File: config.mk
export PLATFORM = sky130hd
export DESIGN_NAME = unidade_busca
export DESIGN_NICKNAME = d
export VERILOG_FILES = /design/src/rtl/unidade_busca_pkg.sv /design/src/rtl/fila_instrucao.sv /design/src/rtl/unidade_busca.sv
export SDC_FILE = /design/constraint.sdc
export NUM_CORES = 1
export LEC_CHECK = 0
export CAP_MARGIN = 10
export CELL_PAD_IN_SITES_DETAIL_PLACEMENT = 0
export CELL_PAD_IN_SITES_GLOBAL_PLACEMENT = 2
export CORE_ASPECT_RATIO = 1.2
export CORE_UTILIZATION = 34
export CTS_BUF_LIST = sky130_fd_sc_hd__clkbuf_16
export CTS_CLUSTER_DIAMETER = 50
export CTS_CLUSTER_SIZE = 24
export DETAILED_ROUTE_END_ITERATION = 7
export PLACE_DENSITY = 0.76
export SLEW_MARGIN = 20
export SYNTH_ARGS = -nofsm -noshare
export SYNTH_HDL_FRONTEND = slang
export SYNTH_SLANG_ARGS = --single-unit
File: constraint.sdc
create_clock -name Clock -period 4.3 [get_ports Clock]
set_clock_uncertainty 0.2 [all_clocks]
set_input_delay 0.86 -clock Clock [delete_from_list [all_inputs] [get_ports Clock]]
set_output_delay 0.86 -clock Clock [all_outputs]
set_load 0.01 [all_outputs]
File: src/rtl/unidade_busca_pkg.sv
// Shared widths, parameter defaults, FIFO entry type and small helpers for the fetch unit.
package unidade_busca_pkg;

  localparam int ADDR_W       = 8;
  localparam int INSTR_W      = 8;
  localparam int DEPTH_PADRAO = 2;
  localparam logic [INSTR_W-1:0] HALT_OPCODE_PADRAO = 8'h00;

  // One prefetch buffer entry: the instruction and the address it came from.
  typedef struct packed {
    logic [INSTR_W-1:0] instr;
    logic [ADDR_W-1:0]  pc;
  } entrada_t;

  // Sequential fetch address; wraps naturally from 8'hFF to 8'h00.
  function automatic logic [ADDR_W-1:0] proximo_pc(input logic [ADDR_W-1:0] pc);
    return pc + {{(ADDR_W-1){1'b0}}, 1'b1};
  endfunction

endpackage

File: src/rtl/fila_instrucao.sv
// Circular prefetch buffer of {instruction, pc} entries with push, pop, flush and occupancy.
module fila_instrucao
  import unidade_busca_pkg::*;
#(
  parameter int DEPTH = DEPTH_PADRAO,
  localparam int PTR_W = (DEPTH > 1) ? $clog2(DEPTH) : 1,
  localparam int CNT_W = $clog2(DEPTH + 1)
) (
  input  logic             Clock,
  input  logic             Reset,
  input  logic             push,
  input  logic             pop,
  input  logic             flush,
  input  entrada_t         entrada,
  output entrada_t         cabeca,
  output logic [CNT_W-1:0] contagem
);

  entrada_t         mem_r [DEPTH];
  logic [PTR_W-1:0] rd_ptr_r;
  logic [PTR_W-1:0] wr_ptr_r;
  logic [CNT_W-1:0] count_r;
  logic             cheia_s;
  logic             vazia_s;
  logic             push_ok_s;
  logic             pop_ok_s;

  // Pointer step with wrap at DEPTH, so non-power-of-two depths also work.
  function automatic logic [PTR_W-1:0] avanca(input logic [PTR_W-1:0] p);
    if (p == PTR_W'(DEPTH - 1)) begin
      return {PTR_W{1'b0}};
    end else begin
      return p + PTR_W'(1);
    end
  endfunction

  // Guard against overflow/underflow even if the controller misbehaves; a push into a
  // full buffer is only legal when the head leaves in the same cycle.
  always_comb begin
    cheia_s   = (count_r == CNT_W'(DEPTH));
    vazia_s   = (count_r == {CNT_W{1'b0}});
    push_ok_s = push & (~cheia_s | (pop & ~vazia_s));
    pop_ok_s  = pop & ~vazia_s;
  end

  // Read/write pointers and occupancy; flush empties the buffer and wins over push/pop.
  always_ff @(posedge Clock or negedge Reset) begin
    if (!Reset) begin
      rd_ptr_r <= {PTR_W{1'b0}};
      wr_ptr_r <= {PTR_W{1'b0}};
      count_r  <= {CNT_W{1'b0}};
    end else if (flush) begin
      rd_ptr_r <= {PTR_W{1'b0}};
      wr_ptr_r <= {PTR_W{1'b0}};
      count_r  <= {CNT_W{1'b0}};
    end else begin
      if (push_ok_s) begin
        wr_ptr_r <= avanca(wr_ptr_r);
      end
      if (pop_ok_s) begin
        rd_ptr_r <= avanca(rd_ptr_r);
      end
      case ({push_ok_s, pop_ok_s})
        2'b10:   count_r <= count_r + CNT_W'(1);
        2'b01:   count_r <= count_r - CNT_W'(1);
        default: count_r <= count_r;
      endcase
    end
  end

  // Entry storage, cleared on reset so stale data never reaches the head.
  always_ff @(posedge Clock or negedge Reset) begin
    if (!Reset) begin
      for (int i = 0; i < DEPTH; i++) begin
        mem_r[i] <= '0;
      end
    end else if (push_ok_s && !flush) begin
      mem_r[wr_ptr_r] <= entrada;
    end
  end

  assign cabeca   = mem_r[rd_ptr_r];
  assign contagem = count_r;

endmodule

File: src/rtl/unidade_busca.sv
// Instruction fetch unit: issues sequential reads, buffers returned instructions and
// hands them to the core, with redirect (Desvio), stall (Parar) and sticky halt.
module unidade_busca
  import unidade_busca_pkg::*;
#(
  parameter int                 DEPTH       = DEPTH_PADRAO,
  parameter logic [INSTR_W-1:0] HALT_OPCODE = HALT_OPCODE_PADRAO
) (
  input  logic               Clock,
  input  logic               Reset,
  output logic [ADDR_W-1:0]  MemEndereco,
  output logic               MemLer,
  input  logic [INSTR_W-1:0] MemInstrucao,
  input  logic               Desvio,
  input  logic [ADDR_W-1:0]  AlvoDesvio,
  input  logic               Parar,
  output logic [INSTR_W-1:0] Instrucao,
  output logic               InstrucaoValida,
  output logic [ADDR_W-1:0]  PCInstrucao,
  output logic               Halt
);

  localparam int CNT_W = $clog2(DEPTH + 1);

  logic [ADDR_W-1:0] fetch_pc_r;
  logic [ADDR_W-1:0] inflight_pc_r;
  logic              inflight_r;
  logic              halt_r;

  entrada_t          cabeca_s;
  entrada_t          captura_s;
  logic [CNT_W-1:0]  count_s;
  logic [CNT_W:0]    ocupacao_s;
  logic              desvio_s;
  logic              valida_s;
  logic              pop_s;
  logic              push_s;
  logic              ler_s;
  logic              halt_set_s;

  // Per-cycle decode. A redirect is ignored once halted and overrides capture and consume.
  // Reads are throttled so that buffered + in-flight entries never exceed DEPTH, counting
  // the slot freed by a consume in the same cycle; reset also blocks issue immediately.
  always_comb begin
    desvio_s   = Desvio & ~halt_r;
    valida_s   = (count_s != {CNT_W{1'b0}}) & ~halt_r;
    pop_s      = valida_s & ~Parar & ~desvio_s;
    push_s     = inflight_r & ~desvio_s & ~halt_r;
    ocupacao_s = {1'b0, count_s} + {{CNT_W{1'b0}}, inflight_r} - {{CNT_W{1'b0}}, pop_s};
    if (halt_r || desvio_s || !Reset) begin
      ler_s = 1'b0;
    end else if (ocupacao_s < (CNT_W + 1)'(DEPTH)) begin
      ler_s = 1'b1;
    end else begin
      ler_s = 1'b0;
    end
    halt_set_s      = pop_s & (cabeca_s.instr == HALT_OPCODE);
    captura_s.instr = MemInstrucao;
    captura_s.pc    = inflight_pc_r;
  end

  // Fetch address, in-flight read tracking (squashed by a redirect) and sticky halt.
  always_ff @(posedge Clock or negedge Reset) begin
    if (!Reset) begin
      fetch_pc_r    <= {ADDR_W{1'b0}};
      inflight_pc_r <= {ADDR_W{1'b0}};
      inflight_r    <= 1'b0;
      halt_r        <= 1'b0;
    end else begin
      if (desvio_s) begin
        fetch_pc_r <= AlvoDesvio;
        inflight_r <= 1'b0;
      end else if (ler_s) begin
        fetch_pc_r    <= proximo_pc(fetch_pc_r);
        inflight_pc_r <= fetch_pc_r;
        inflight_r    <= 1'b1;
      end else begin
        inflight_r <= 1'b0;
      end
      if (halt_set_s) begin
        halt_r <= 1'b1;
      end
    end
  end

  fila_instrucao #(
    .DEPTH (DEPTH)
  ) u_fila (
    .Clock    (Clock),
    .Reset    (Reset),
    .push     (push_s),
    .pop      (pop_s),
    .flush    (desvio_s),
    .entrada  (captura_s),
    .cabeca   (cabeca_s),
    .contagem (count_s)
  );

  assign MemEndereco     = fetch_pc_r;
  assign MemLer          = ler_s;
  assign InstrucaoValida = valida_s;
  assign Instrucao       = valida_s ? cabeca_s.instr : {INSTR_W{1'b0}};
  assign PCInstrucao     = valida_s ? cabeca_s.pc : {ADDR_W{1'b0}};
  assign Halt            = halt_r;

endmodule

# After elaboration in Yosys (flattened, before gate mapping)
# Index checks and enable logic that the tools add are counted.
[word_totals] output_inout_bits=27 word_cells=78 in_bits=20 register_bits=54
[classes] n_addsub=7 bitwise=17 n_lt_le_gt_ge=4 reduce_logical=14 n_eq_ne=3 n_mux=22
[op_table] op="2-to-1 mux 16 bit" count=4
[op_table] op="bitwise mux 32 bit" count=1
[op_table] op="2-to-1 mux 8 bit" count=4
[op_table] op="demux 16 bit (select 1 bit)" count=1
[op_table] op="2-to-1 mux 1 bit" count=10
[op_table] op="bitwise AND 1 bit" count=9
[op_table] op="adder 8 x 1 -> 8 bit, second input constant" count=1
[op_table] op="logical NOT 8 bit" count=1
[op_table] op="nonzero test 2 bit" count=4
[op_table] op="NOT 1 bit" count=5
[op_table] op="== test 2 bit, second input constant" count=2
[op_table] op="greater-or-equal comparator 2 bit, second input constant" count=2
[op_table] op="NOT 1 -> 2 bit" count=2
[op_table] op="case mux 2 bit (2 select lines)" count=1
[op_table] op="adder 2 x 1 -> 3 bit" count=1
[op_table] op="less-than comparator 3 x 2 -> 1 bit, second input constant" count=1
[op_table] op="nonzero test 3 bit" count=1
[op_table] op="subtractor 3 x 1 -> 3 bit" count=1
[op_table] op="adder 1 bit, second input constant" count=2
[op_table] op="adder 2 x 1 -> 2 bit, second input constant" count=1
[op_table] op="== test 2 x 1 -> 1 bit, second input constant" count=1
[op_table] op="logical AND 1 bit" count=2
[op_table] op="logical NOT 1 bit" count=2
[op_table] op="logical NOT 2 bit" count=1
[op_table] op="6 further kinds" count=7

# Longest topological paths before layout
# Gate-level depths: netlist of run 1.
[depth] ltp_word=10 mapped_depth=12 mapped_depth_nobuf=9

# Modules after synthesis
# Synthesis of run 1 repeated with hierarchy kept, for this count alone.
[unflattened] hier_cells=230 area_unflattened_um2=2701.3
[modules_own_cells] module="fila_instrucao" instances=1 cells_each=110 seq_area_each_um2=900.9 area_per_inst_um2=1651.6
[modules_own_cells] module="unidade_busca" instances=1 cells_each=120 seq_area_each_um2=450.4 area_per_inst_um2=1049.8

# Worst setup path before layout of run 1
# Ideal clock, no wire load.
[synth_timing] path_type="input to output" from="input port Desvio" to="output port MemLer" n_path_buf=3 cell_stages=10 path_slack_ps=319 arrival_ps=2921 required_ps=3240 path_cell_list="buf_6 -> nor2_2 -> nor4bb_1 -> o21ai_0 -> fa_1 -> nand4bb_4 -> or2_1 -> buf_6 -> inv_4 -> buf_6"
[synth_between] elab_chain_cells=7 elab_cells_between_ends=9 classes_between="1 x add/sub; 1 x order compare; 2 x mux; 3 x bitwise; 2 x reduce/logical"
[synth_rtl] element="start: declaration" line="unidade_busca.sv:14" source="input logic Desvio,"
[synth_rtl] element="bitwise AND 1 bit (*)" line="unidade_busca.sv:45" source="desvio_s = Desvio & ~halt_r;"
[synth_rtl] element="NOT 1 bit (no line)"
[synth_rtl] element="bitwise AND 1 bit" line="unidade_busca.sv:47" source="pop_s = valida_s & ~Parar & ~desvio_s;"
[synth_rtl] element="subtractor 3 x 1 -> 3 bit" line="unidade_busca.sv:49" source="ocupacao_s = {1'b0, count_s} + {{CNT_W{1'b0}}, inflight_r} - {{CNT_W{1'b0}}, pop_s};"
[synth_rtl] element="less-than comparator 3 x 2 -> 1 bit" line="unidade_busca.sv:52" source="end else if (ocupacao_s < (CNT_W + 1)'(DEPTH)) begin"
[synth_rtl] element="2-to-1 mux 1 bit" line="unidade_busca.sv:52"
[synth_rtl] element="2-to-1 mux 1 bit (*)" line="unidade_busca.sv:50" source="if (halt_r || desvio_s || !Reset) begin"
[synth_rtl] element="end: declaration" line="unidade_busca.sv:12" source="output logic MemLer,"
# Every way passes the cells marked *; elsewhere a longest branch is shown, timed or not.

# Worst setup path in the final report of run 1
# Same ends and word-level chain as after synthesis.

==> flow_summary.yaml, run 1 <==
detailed_routing:
  detail_route.iter0.violations: 39
  vias_per_cell: 5.052
  route.detailed.wl_per_inst_um: 14.85
  remaining_drc_errors: 0
  finalWirelength_um: 5656
  drtAntennaViolNets: 0
  vias: 1925
  dr.pass1.iters: 4
cells_and_area:
  finish.instance_area_sq_um: 3400
  layout_commonest_cell: "sky130_fd_sc_hd__dfrtp_1"
  area_growth_pct: 25.79
  final_layout_size_suffix_gt1_share_pct: 19.72
  number_of_diodes: 0
  design.final.nets: 311
  n_fill_cell: 768
  postLayoutCoreUtil_pct: 44.11
  layout.cells.most_common_list: "54 x sky130_fd_sc_hd__dfrtp_1, 43 x sky130_fd_sc_hd__clkdlybuf4s50_1, 30 x sky130_fd_sc_hd__nand2_1"
timing:
  rsz0062_at_grt: "no"
  report.final.setup_viol: 0
  final_critical_path_setup_slack_ps: 178.3
  post-route-period-util_pct: 95.85
  timing.fmax_mhz: 242.6
  worst_pin_slew_ps: 1065
  timing.max_slew.rel_slack_pct: 29.03
  post-route-min-period_ps: 4122
  timing_max_transition_violations_final: 0
  report.final.hold_viol_count: 0
global_routing:
  leftover_overflow_at_the_end_of_global_routing: 0
  grt_antenna_before_repair: 0
  grtUsageTotal_pct: 14.87
  global_route_wire_length_before_repair_um: 9825
  grt_start_max_net_pins: 55
  via_count_of_the_first_global_routing_pass: 1961
floorplan:
  core_sq_um: 7707
  number_of_top_level_pins: 47
  die-area_sq_um: 8311
  start_util_pct: 35.06
  chipWidth_um: 83.39
  rows: 35
  fp.dieH_um: 99.67
setup_path:
  worst_setup_path_start_kind: "primary input"
  end_kind: "primary output"
  crit_required_ps: 3240
  critical_setup_path_kind: "primary input to primary output"
  timing.critical_path.arrival_ps: 3060
  worstPathMaxFanout: 2
clock_network:
  cts_tree: "built"
  clockRootBuffer: "sky130_fd_sc_hd__clkbuf_16"
  clock-sinks: 54
  cts_buffer_depth: 2
  htree_levels: 2
  cts_buffers: 5
  insertion_delay_ps: 280
  worst_setup_hold_path_clk_slew_ps: 60
  ctsHoldBuffers: 0
yosys:
  synthDominantCellAreaShare_pct: 50.00
  number_of_enable_flip_flop_cells_after_synthesis: 0
  yosysTopAreaCell: "sky130_fd_sc_hd__dfrtp_1"
  synth_nets: 263
  synthCells: 241
  synth_cell_types: 48
  synthFlopType: "sky130_fd_sc_hd__dfrtp_1"
  synth.yosys.seq_area_share_pct: 50.00
  syn_area_sq_um: 2703
  synthesized_area_per_cell_sq_um: 11.21
  synth-seq-cells: 54
  netlist_top_cells_area: "sky130_fd_sc_hd__dfrtp_1 50%, sky130_fd_sc_hd__mux2_2 12%, sky130_fd_sc_hd__mux2i_1 6.3%, sky130_fd_sc_hd__nand2_1 4.2%, sky130_fd_sc_hd__nor2_1 3.1%"
  synth_async_sr_flop_share_pct: 100.0
  yosys_warnings: 0
placement:
  post-dp-hpwl_um: 3941
  buffer_ports.inserted: 46
  post_dp_area_sq_um: 3248
  place_worst_setup_slack_ps: -297.1
  place.gp.congestion: 0.7397
run:
  maxCapViolations: 0
outcome:
  run_status: "finished, final reports clean"
min_path:
  hold_path.class: "register to register"
power_and_ir_drop:
  p_leak_nw: 1.477
  ir_drop_uv: 302.1
  p_per_area_nw_per_um2: 608.2
[cell families after synthesis]
kind of cell    after synthesis  synth area share [%]
simple gates                 83                 15.65
flops                        54                 50.00
mux                          49                 19.63
compound gates               27                 6.435
buf+inv                      21                 4.768
xor+xnor                      5                 2.315
fa+ha+maj                     2                 1.204
[flip-flops by register name, indices dropped and copies added, names as in the netlist]
signal and count:
Halt 1, MemEndereco 8, inflight_pc_r 8, inflight_r 1
u_fila.contagem 2, u_fila.mem_r 32, u_fila.rd_ptr_r 1, u_fila.wr_ptr_r 1
[worst max-delay path, stage by stage]
cell	delay (ps)
sky130_fd_sc_hd__clkdlybuf4s50_1	430
sky130_fd_sc_hd__nor2_2	150
sky130_fd_sc_hd__nor4bb_4	240
sky130_fd_sc_hd__o21ai_1	120
sky130_fd_sc_hd__fa_1	560
sky130_fd_sc_hd__nand4bb_4	110
sky130_fd_sc_hd__or2_4	290
sky130_fd_sc_hd__inv_4	50
sky130_fd_sc_hd__dlygate4sd2_1	250
[repair_timing]
item,in CTS,in global routing
setup endpoints to repair,1,0
gates resized for setup,6,0
buffers inserted,0,0
[cells in the mapped netlist (all sizes together), types with 3 or more instances]
cell type and number:
inv 5, xor2 3, mux2 32, nor3 4
nor2 24, nand2 30, mux2i 17, buf 11
dfrtp 54, o21ai 11, nor4 6, nand3 7
a21oi 3, clkbuf 5
[path summary, 6_finish.rpt]
| kind | from | end | slack (ps) | cells past startpoint |
|---|---|---|---|---|
| max | Desvio | MemLer | 180 | 9 |
| min | inflight_pc_r[7]$_DFFE_PN0P_ | inflight_pc_r[7]$_DFFE_PN0P_ | 300 | 2 |
| max reg2reg | u_fila.contagem[0]$_DFFE_PN0P_ | MemEndereco[3]$_DFFE_PN0P_ | 1380 | 8 |
| min reg2reg | inflight_pc_r[7]$_DFFE_PN0P_ | inflight_pc_r[7]$_DFFE_PN0P_ | 300 | 2 |
| max in group asynchronous | Reset | u_fila.mem_r[23]$_DFFE_PN0P_ | 2830 | 2 |
| min in group asynchronous | Reset | u_fila.mem_r[26]$_DFFE_PN0P_ | 610 | 2 |
[layout make-up]
cell class / instances / area (sq um) / share of cell area (%)
sequential: 54 / 1351 / 39.75
multi-input combinational: 166 / 1240 / 36.47
timing repair buffer: 57 / 535.5 / 15.75
clock buffer: 5 / 125.1 / 3.681
tap: 92 / 115.1 / 3.386
inverter: 5 / 21.27 / 0.6257
clock inverter: 2 / 11.26 / 0.3312
[per-layer routing]
layer / wire, um / global-route usage [%] / up-vias / share of wire [%]
met4: 52 / 3.581 / 0 / 0.92
met5: 0 / 0 / - / 0
li1: - / - / 934 / -
met3: 228 / 3.237 / 4 / 4.0
met1: 2808 / 20.76 / 943 / 50
met2: 2567 / 23.58 / 44 / 45
[report_power, final]
part | switching (mW) | leakage [nW] | internal, mW | total [mW]
clock | 0.170 | 0.0671 | 0.211 | 0.381
sequential | 0.228 | 0.694 | 0.723 | 0.951
combinational | 0.311 | 0.716 | 0.425 | 0.736
total | 0.709 | 1.48 | 1.36 | 2.07
[stage by stage]
step           power [mW]  hold slack (ps)  std cells  setup TNS [ps]
5_1_grt             2.225            313.5        381               0
2_1_floorplan       1.396            255.0        241               0
6_report            2.068            296.1        381               0
3_5_place_dp        1.702            286.5        374          -297.1
4_1_cts             2.098            305.1        381               0
3_3_place_gp        1.689            273.7        374          -294.4
Note: power is estimated with default switching activity, not from simulation.
==> inputs of run 2 (changes only) <==
--- a/config.mk
+++ b/config.mk
@@ -5,11 +5,11 @@
 export SDC_FILE = /design/constraint.sdc
 export NUM_CORES = 1
 export LEC_CHECK = 0
-export CAP_MARGIN = 10
-export CELL_PAD_IN_SITES_DETAIL_PLACEMENT = 0
-export CELL_PAD_IN_SITES_GLOBAL_PLACEMENT = 2
+export CAP_MARGIN = 20
+export CELL_PAD_IN_SITES_DETAIL_PLACEMENT = 1
+export CELL_PAD_IN_SITES_GLOBAL_PLACEMENT = 1
 export CORE_ASPECT_RATIO = 1.2
-export CORE_UTILIZATION = 34
+export CORE_UTILIZATION = 41
 export CTS_BUF_LIST = sky130_fd_sc_hd__clkbuf_16
 export CTS_CLUSTER_DIAMETER = 50
 export CTS_CLUSTER_SIZE = 24
==> run 2 against run 1 <==
  * Worst setup slack better by 11 ps
  * Clock power is essentially flat
  * Power rose by 0.79%
  * First-iteration DRC count is 51% higher
  * Register-to-register slack lost 70 ps
  * Die area down 17%
  * Combinational power up 1%
  * Clock-buffer cell count is the same
  * Hold slack better by 5.4 ps
  * Largest power group unchanged
==> flow_summary.yaml, run 2 (synthesis gave the netlist of run 1 again) <==
placement:
  place_worst_setup_slack_ps: -301.3
  post_dp_area_sq_um: 3239
  place.gp.congestion: 0.7592
  buffer_ports.inserted: 46
  post-dp-hpwl_um: 4383
setup_path:
  timing.critical_path.arrival_ps: 3050
  max_stage_delay_on_crit_path_ps: 570
  end_kind: "primary output"
  cp_slowest_cell: "sky130_fd_sc_hd__fa_1"
  crit_required_ps: 3240
  worst_setup_path_start_kind: "primary input"
  crit_chain: "clkdlybuf4s50_1 -> nor2_2 -> nor4bb_4 -> o21ai_1 -> fa_1 -> nand4bb_4 -> or2_4 -> inv_4 -> dlygate4sd2_1"
  worstPathMaxFanout: 2
  critical_setup_path_kind: "primary input to primary output"
global_routing:
  grtUsageTotal_pct: 19.76
  globalRouteMet1Util_pct: 24.38
  global_route_wire_length_before_repair_um: 10610
  grt_util_met3_pct: 3.417
  leftover_overflow_at_the_end_of_global_routing: 0
  grt_antenna_before_repair: 0
  met2_resource_use_gr_pct: 34.85
  grt_start_max_net_pins: 55
  via_count_of_the_first_global_routing_pass: 2076
  busiest_layer: "met2"
clock_network:
  insertion_delay_ps: 280
  clockRootBuffer: "sky130_fd_sc_hd__clkbuf_16"
  cts_buffer_depth: 2
  cts_buffers: 5
  worst_setup_hold_path_clk_slew_ps: 70
  cts_tree: "built"
  ctsHoldBuffers: 0
  clock-sinks: 54
  htree_levels: 2
cells_and_area:
  area_growth_pct: 25.46
  layout_commonest_cell: "sky130_fd_sc_hd__dfrtp_1"
  layout.cells.most_common_list: "54 x sky130_fd_sc_hd__dfrtp_1, 43 x sky130_fd_sc_hd__clkdlybuf4s50_1, 30 x sky130_fd_sc_hd__nand2_1"
  largest_register_ffs: 32
  design.final.nets: 311
  number_of_diodes: 0
  top_register: "u_fila.mem_r"
  final_layout_size_suffix_gt1_share_pct: 19.72
  finish.instance_area_sq_um: 3391
detailed_routing:
  drtAntennaViolNets: 0
  detail_route.iter0.violations: 59
  remaining_drc_errors: 0
  route.detailed.wl_per_inst_um: 16.42
  vias: 1965
  finalWirelength_um: 6141
  vias_per_cell: 5.254
  dr.pass1.iters: 4
timing:
  timing.max_slew.rel_slack_pct: 30.34
  report.final.hold_viol_count: 0
  timing.setup.tns_ps: 0
  report.final.setup_viol: 0
  post-route-period-util_pct: 95.61
  post-route-min-period_ps: 4111
  finalHoldWorstSlack_ps: 301.5
  final_critical_path_setup_slack_ps: 188.9
  worst_pin_slew_ps: 1045
  timing_max_transition_violations_final: 0
  timing.fmax_mhz: 243.2
  rsz0062_at_grt: "no"
power_and_ir_drop:
  p_per_area_nw_per_um2: 614.6
  ir_drop_uv: 249.1
  total_power_mw: 2.084
  p_leak_nw: 1.477
floorplan:
  number_of_top_level_pins: 47
  core_sq_um: 6406
  rows: 32
  fp.dieH_um: 90.94
  die-area_sq_um: 6922
  chipWidth_um: 76.12
  start_util_pct: 42.19
outcome:
  run_status: "finished, final reports clean"
run:
  maxCapViolations: 0
min_path:
  hold_path.class: "register to register"
[run 2: where the power goes]
| part | switching, mW | internal (mW) |
|---|---|---|
| clock | 0.169 | 0.211 |
| combinational | 0.321 | 0.425 |
| sequential | 0.235 | 0.723 |
| total | 0.725 | 1.36 |
[run 2: per-layer routing]
layer	routed length, um	up-vias
met5	0	-
met1	2764	999
met4	55	0
met2	3124	38
met3	197	4
li1	-	924
[run 2: worst paths after layout]
kind                                           startpoint                      endpoint  cells past startpoint  slack, ps
setup / recovery                                   Desvio                        MemLer                      9        190
hold / removal               inflight_pc_r[4]$_DFFE_PN0P_  inflight_pc_r[4]$_DFFE_PN0P_                      2        300
setup reg to reg           u_fila.contagem[0]$_DFFE_PN0P_    MemEndereco[3]$_DFFE_PN0P_                      8       1310
hold reg to reg              inflight_pc_r[4]$_DFFE_PN0P_  inflight_pc_r[4]$_DFFE_PN0P_                      2        300
max in group asynchronous                           Reset  u_fila.mem_r[23]$_DFFE_PN0P_                      2       2830
min in group asynchronous                           Reset  u_fila.mem_r[18]$_DFFE_PN0P_                      2        610
[run 2: timing repair]
action,4_1_cts,5_1_grt
endpoints found under the setup margin,1,0
gates resized for setup,6,0
buffers inserted,0,0
[run 2: stage by stage]
step | utilization, % | std cells
4_1_cts | 52.93 | 374
5_1_grt | 52.93 | 374
3_5_place_dp | 50.57 | 367
6_report | 52.93 | 374
2_1_floorplan | - | 241
3_3_place_gp | 50.57 | 367
[run 2: worst max-delay path: cells and delay by family]
family                     cells  cell delay, ps
AOI/OAI and AO/OA              1             120
adders and majority gates      1             570
and+or+nand+nor                4             770
buffers and inverters          3             730
[run 2: layout make-up]
class                   count  area, sq um
clock inverters             2        11.26
multi-input cells         166         1240
repair buffers             57        535.5
flip-flops and latches     54         1351
fillers                   700         3015
clock buffers               5        125.1
inverters                   5        21.27
well taps                  85        106.4
